## src/rtl/cpu_params_pkg.sv

```systemverilog
// rtl/cpu_params_pkg.sv - CPU-wide CSR parameters and the CSR operation encoding
package cpu_params_pkg;

  localparam int RSZ = 32;

  typedef enum logic [1:0] {
    CSR_NONE = 2'b00,
    CSR_WR   = 2'b01,
    CSR_SET  = 2'b10,
    CSR_CLR  = 2'b11
  } CSR_OP_T;

endpackage

```

## src/rtl/functions_pkg.sv

```systemverilog
// rtl/functions_pkg.sv - pure helper functions shared by the CSR modules
package functions_pkg;

  import cpu_params_pkg::*;

  // Read-modify-write of one RSZ-bit CSR half for CSRRW/CSRRS/CSRRC.
  function automatic logic [RSZ-1:0] csr_wmod(
    input CSR_OP_T        op,
    input logic [RSZ-1:0] old,
    input logic [RSZ-1:0] wdata
  );
    logic [RSZ-1:0] res;
    res = old;
    case (op)
      CSR_WR:  res = wdata;
      CSR_SET: res = old | wdata;
      CSR_CLR: res = old & ~wdata;
      default: res = old;
    endcase
    return res;
  endfunction

endpackage

```

## src/rtl/csr_cnt_ff.sv

```systemverilog
// rtl/csr_cnt_ff.sv - CSR counter register with RO masking, CSR write-modify and increment
module csr_cnt_ff
  import cpu_params_pkg::*;
  import functions_pkg::*;
#(
  parameter int               CNT_W      = 64,
  parameter int               INC_W      = 2,
  parameter logic [CNT_W-1:0] INIT_VALUE = '0,
  parameter logic [CNT_W-1:0] ROmask     = '0
) (
  input  logic             clk_in,
  input  logic             reset_in,
  input  logic             csr_wr,
  input  logic [1:0]       csr_op,
  input  logic             csr_sel_hi,
  input  logic [RSZ-1:0]   csr_wdata,
  input  logic             inhibit,
  input  logic [INC_W-1:0] inc_amt,
  output logic [CNT_W-1:0] cnt_out,
  output logic [RSZ-1:0]   csr_rdata,
  output logic             ovf
);

  if (!((CNT_W == RSZ) || (CNT_W == 2 * RSZ)) || (INC_W >= CNT_W)) begin : g_bad_width
    $error("csr_cnt_ff: CNT_W must be RSZ or 2*RSZ and INC_W must be below CNT_W");
  end

  CSR_OP_T          op;
  logic             wr_act;
  logic             inc_en;
  logic [CNT_W:0]   sum;
  logic [CNT_W-1:0] wr_val;
  logic [CNT_W-1:0] nxt;

  assign op     = CSR_OP_T'(csr_op);
  assign wr_act = csr_wr && (op != CSR_NONE);
  // A real CSR write drops this cycle's increment; a no-op access does not.
  assign inc_en = !inhibit && !wr_act;
  assign sum    = {1'b0, cnt_out} + {{(CNT_W + 1 - INC_W){1'b0}}, inc_amt};

  if (CNT_W == RSZ) begin : g_single
    always_comb begin
      wr_val = csr_wmod(op, cnt_out, csr_wdata);
    end
    assign csr_rdata = csr_sel_hi ? '0 : cnt_out;
  end else begin : g_dual
    always_comb begin
      wr_val = cnt_out;
      if (csr_sel_hi) begin
        wr_val[CNT_W-1:RSZ] = csr_wmod(op, cnt_out[CNT_W-1:RSZ], csr_wdata);
      end else begin
        wr_val[RSZ-1:0] = csr_wmod(op, cnt_out[RSZ-1:0], csr_wdata);
      end
    end
    assign csr_rdata = csr_sel_hi ? cnt_out[CNT_W-1:RSZ] : cnt_out[RSZ-1:0];
  end

  assign nxt = wr_act ? wr_val : (inc_en ? sum[CNT_W-1:0] : cnt_out);

  // RO bits are tied off, so a carry into them is simply lost.
  for (genvar i = 0; i < CNT_W; i++) begin : g_bit
    if (ROmask[i]) begin : g_ro
      assign cnt_out[i] = INIT_VALUE[i];
    end else begin : g_rw
      logic q;
      always_ff @(posedge clk_in or posedge reset_in) begin
        if (reset_in) begin
          q <= INIT_VALUE[i];
        end else begin
          q <= nxt[i];
        end
      end
      assign cnt_out[i] = q;
    end
  end

  always_ff @(posedge clk_in or posedge reset_in) begin
    if (reset_in) begin
      ovf <= 1'b0;
    end else begin
      ovf <= inc_en && sum[CNT_W];
    end
  end

endmodule

```

## config.mk

```make
export PLATFORM = sky130hd
export DESIGN_NAME = csr_cnt_ff
export DESIGN_NICKNAME = d
export VERILOG_FILES = /design/src/rtl/cpu_params_pkg.sv /design/src/rtl/functions_pkg.sv /design/src/rtl/csr_cnt_ff.sv
export SDC_FILE = /design/constraint.sdc
export NUM_CORES = 1
export LEC_CHECK = 0
export ABC_AREA = 0
export CORE_MARGIN = 10
export CORE_UTILIZATION = 45
export DETAILED_ROUTE_END_ITERATION = 10
export HOLD_SLACK_MARGIN = 0.08
export PLACE_DENSITY = 0.75
export SLEW_MARGIN = 20
export SYNTH_ARGS = -nofsm -noshare
export SYNTH_HDL_FRONTEND = slang
export SYNTH_SLANG_ARGS = --single-unit
```

## constraint.sdc

```tcl
create_clock -name clk_in -period 2.6 [get_ports clk_in]
set_input_delay 0.52 -clock clk_in [delete_from_list [all_inputs] [get_ports clk_in]]
set_output_delay 0.52 -clock clk_in [all_outputs]
set_load 0.01 [all_outputs]
```

* After elaboration in Yosys (flattened, before gate mapping)
Index checks and enable logic that the tools add are counted.
** Word-level totals
- Register bits after elaboration :: 65
- Output and inout bits :: 97
** Cells by class
- Eq/ne operators :: 6
- Bitwise gates (word level) :: 5
- $add $sub $neg :: 1
- Reduce and logical (&&, ||, !) cells :: 9
- Mux-type cells :: 7
** Operators by type and width (count)
- $pmux W32 S3 :: 2
- $mux W64 :: 2
- $mux W32 :: 3
- $add A64 B2 Y65 :: 1
- $and A32 B32 Y32 :: 2
- $or A32 B32 Y32 :: 2
- $not A32 Y32 :: 1
- $reduce_and A3 Y1 :: 2
- $eq A2 B2 Y1 const B :: 2
- $ne A2 B2 Y1 const B :: 2
- $ne A4 B1 Y1 const B :: 1
- $reduce_bool A2 Y1 :: 2
- $logic_and A1 B1 Y1 :: 3
- $eq A2 B1 Y1 const B :: 1
- $logic_not A1 Y1 :: 2

* Depth between registers and ports, before layout
Gate-level depths: netlist of the first run.
- Word-level depth :: 6
- Gate-level depth with buffers :: 10

* Worst setup path after synthesis of the first run
No wires, ideal clock.
- Path type :: input to register
- From :: in inc_amt[0]
- To :: reg g_bit[60].g_rw.q
- Buffers on the path :: 0
- Arrival time :: 2535 ps
- Slack :: -29 ps
- Data required time :: 2506 ps
- Cell stages on the path :: 8
- Library setup time :: 94 ps
- Path through :: ha_1 > inv_1 > fa_1 > and4b_1 > nand3_2 > or3_4 > o31a_1 > a211oi_1
** Between the ends
- Word-level cells in the longest chain between the ends :: 3
** Ends and longest elaborated chain
- start, declared :: RTL line csr_cnt_ff.sv:18 : input logic [INC_W-1:0] inc_amt,
- $add A64 B2 Y65 :: RTL line csr_cnt_ff.sv:39 : assign sum = {1'b0, cnt_out} + {{(CNT_W + 1 - INC_W){1'b0}}, inc_amt};
- $mux W64 (2 in a row) :: RTL line csr_cnt_ff.sv:58 : assign nxt = wr_act ? wr_val : (inc_en ? sum[CNT_W-1:0] : cnt_out);
- end signal, assigned :: RTL line csr_cnt_ff.sv:68 : q <= INIT_VALUE[i];
- end signal, assigned :: RTL line csr_cnt_ff.sv:70 : q <= nxt[i];
- end, declared :: RTL line csr_cnt_ff.sv:65 : logic q;
No other way between the ends. The select of a mux whose other input is x is not followed.
A chain may end at the register's enable or synchronous reset.

* Worst setup path after layout of the first run
- From :: in inc_amt[0]
- To :: reg g_bit[58].g_rw.q
** Between the ends
- Word-level cells in the longest chain between the ends :: 3
** Ends and longest elaborated chain (RTL line)
- $add A64 B2 Y65 :: csr_cnt_ff.sv:39
- $mux W64 (2 in a row) :: csr_cnt_ff.sv:58
- end signal, assigned :: csr_cnt_ff.sv:68
- end signal, assigned :: csr_cnt_ff.sv:70
- end, declared :: csr_cnt_ff.sv:65
No other way between the ends. The select of a mux whose other input is x is not followed.

==> results.yml, run 1 <==
drt:
  wl_per_cell_um: 23.6
  drc: 0
  drtAntennaViolNets: 0
  drt_wl_total_um: 27600
  num_vias: 7546
  first_iter_violations: 823
  drt_pass1_iterations: 7
  vias_per_cell: 6.46
sta:
  worstMarginPinSlew_ns: 0.533
  max_slew_margin_pct: 64.1
  hold_viol: 0
  final.period_utilization_pct: 96.6
  rsz0062_at_grt: "true"
  hold_ws_ns: 0.558
  fmax_mhz: 398
  setup_viol: 0
  finalSetupTns_ns: 0
  fin_crit_ns: 2.51
  drv_slew: 0
  fin_worst_skew_ns: 0.00871
setup_path:
  rr_startpoint: "g_bit[0].g_rw.q"
  r2r_end: "g_bit[58].g_rw.q"
  startpoint_type: "input port"
  critical_path_class: "input port to flip-flop"
  worstPathRequired_ns: 2.88
  worstRegToRegCells: 10
  reg2reg_setup_slack_ns: 0.10
  crit_fanout: 7
  crit_path_end_kind: "flip-flop"
  cp.arrival_ns: 2.79
pwr:
  power.static_leakage_nw: 3.60
  swShare_pct: 38.6
  p_int_mw: 3.37
  power_frac_seq_pct: 28.3
  combPwrFrac_pct: 49.0
  power.density_mw_per_mm2: 614
  p_sw_mw: 2.12
  clock_power_share_pct: 22.6
  max-vdd-ir-drop_v: 0.000432
synth:
  syn_area_mm2: 0.00662
  synth-edff-count: 0
  synth_cells: 830
  synth_seq_cells: 65
  synth_top_area_share_pct: 24.6
  ys_types: 69
  synth_area_leaders: "dfrtp_1 (25%), buf_4 (7.6%), mux2_2 (4.6%)"
  syn-num-nets: 877
  synthArstFlopShare_pct: 100
  yosysTopAreaCell: "dfrtp_1"
  synth.avg_cell_area_um2: 7.97
  ys.flop_type: "dfrtp_1"
  yosysSeqAreaShare_pct: 24.6
  yosysWarnings: 0
layout:
  drive_above_1_share_pct: 22.5
  multi_input_comb_area_mm2: 0.00426
  areaGrowthSynthToFinish_pct: 35.0
  mostFrequentLayoutCells: "clkdlybuf4s50_1 (134), buf_4 (123), dfrtp_1 (65), a21oi_1 (58), nor2_1 (48)"
  final_util_pct: 61.7
  regArea_mm2: 0.00163
  nNetsFinal: 1027
  diodes: 0
  final_common_cell: "clkdlybuf4s50_1"
  fillers: 1298
die:
  core_mm2: 0.0145
  io_pins: 138
  rows: 44
  die_height_um: 141
  dieArea_mm2: 0.0200
  die_x_um: 141
  initial_core_util_pct: 45.7
clocking:
  cts_root_buf: "clkbuf_16"
  cts.path.max_buffers: 2
  numCtsBuffers: 9
  cts_tree: "done"
  path_clk_slew_ns: 0.06
  clkSinkCount: 65
  clkLatencyLatePin_ns: 0.35
  cts.htree.levels: 3
placed_design:
  hpwl_um: 20500
  port_buffers: 137
  routabilityCongestion: 1.03
grt:
  antenna_found_initial: 0
  grt_pass1_wl_um: 42500
  grt_pass1_vias: 7040
  overflow: 0
  grt_max_degree: 66
  globalRouteTotalUtil_pct: 26.9
min_path:
  hold_path.class: "input port to asynchronous set/reset pin"
job:
  cap_violations: 0
outcome:
  status: "finished clean"
-- power by group through the flow --
stage / clock, mW / sequential, mW / combinational (mW)
6_report: 1.24 / 1.56 / 2.69
5_1_grt: 1.30 / 1.59 / 2.90
4_1_cts: 1.25 / 1.54 / 2.67
3_5_place_dp: 0 / 1.56 / 2.65
3_3_place_gp: 0 / 1.55 / 2.63
2_1_floorplan: 0 / 1.49 / 1.56
-- stage by stage --
stage	instances	instance area (um2)	power (mW)	setup WS (ns)
2_1_floorplan	830	6620	3.05	0.0495
3_3_place_gp	1152	8540	4.18	-0.423
3_5_place_dp	1152	8540	4.21	-0.501
4_1_cts	1169	8880	5.47	0.0222
5_1_grt	1169	8940	5.79	-0.0482
6_report	1169	8940	5.49	0.0884
-- cell families after synthesis --
family,count (synthesis),share of synthesized area (%)
flip-flops,65,24.6
AND/OR/NAND/NOR,314,28.2
buffers and inverters,149,12.6
multiplexers,36,5.96
AO/OA/AOI/OAI,228,23.2
XOR/XNOR,32,4.24
adder cells (fa/ha/maj),6,1.25
-- how the worst max path moves through the flow --
stage	from	end	slack, ns	depth (start not counted)
2_1_floorplan	inc_amt[0]	g_bit[60].g_rw.q	0.05	8
3_3_place_gp	inc_amt[1]	g_bit[47].g_rw.q	-0.42	9
3_5_place_dp	inc_amt[0]	g_bit[34].g_rw.q	-0.50	10
4_1_cts	inc_amt[1]	g_bit[58].g_rw.q	0.02	9
5_1_grt	csr_op[0]	g_bit[9].g_rw.q	-0.05	11
6_report	inc_amt[0]	g_bit[58].g_rw.q	0.09	11
-- per-layer routing --
layer / global-route usage (%) / vias to the layer above / routed length (um)
met5: 0 / - / 0
met4: 11.6 / 0 / 1030
met3: 7.81 / 64 / 2960
met2: 39.6 / 467 / 12300
met1: 35.6 / 3622 / 11400
li1: - / 3393 / -
-- cells in the mapped netlist, types with 7 or more instances --
master	number
buf_4	67
dfrtp_1	65
a21oi_1	58
nor2_1	51
clkbuf_1	46
nand2_1	46
nor3_1	39
o21ai_0	34
nand3_1	28
mux2_2	27
and3_1	26
a211oi_1	23
xor2_1	22
a311oi_1	20
inv_1	19
o22ai_1	19
and4_1	18
buf_2	16
a221oi_1	15
nand4_1	15
nor2b_1	15
nor4_1	15
xnor2_1	10
mux2i_1	9
nand2b_1	9
o211ai_1	8
and2_1	7
nor4_2	7
or3_1	7
-- flip-flops by register name, indices dropped and copies added (netlist names) --
name and cells:
g_bit.g_rw.q 64, ovf 1
-- cell type report --
type	count	area share, %
multi-input cells	616	47.7
well taps	184	2.58
repair buffers	269	27.5
inverters	19	0.798
flip-flops and latches	65	18.2
clock inverters	3	0.448
clock buffers	13	2.80
-- repair_timing --
item,in CTS,in global routing
setup endpoints to repair,22,24
hold buffers,0,0
gates resized for setup,9,11
cloned,0,0
setup buffers,1,0
pin swaps,6,7
-- worst max-delay path, cell delays in order --
cell,delay (ns)
dlygate4sd2_1,0.20
ha_2,0.20
inv_2,0.04
fa_2,0.34
and4b_2,0.37
nand3_4,0.11
buf_8,0.15
nor4b_4,0.31
buf_4,0.20
and3_4,0.19
a311o_1,0.16
Power figures use the tool's default switching activity.
==> inputs of run 2 (changes only) <==
Settings changed: ABC_AREA 0 to not set.
==> results of run 2 <==
No change in the layout: final DEF, timing and power equal those of run 1.
==> inputs of run 3 (changes only) <==
Settings changed: SLEW_MARGIN 20 to not set.
==> results of run 3 <==
No change in the layout: final DEF, timing and power equal those of run 1.
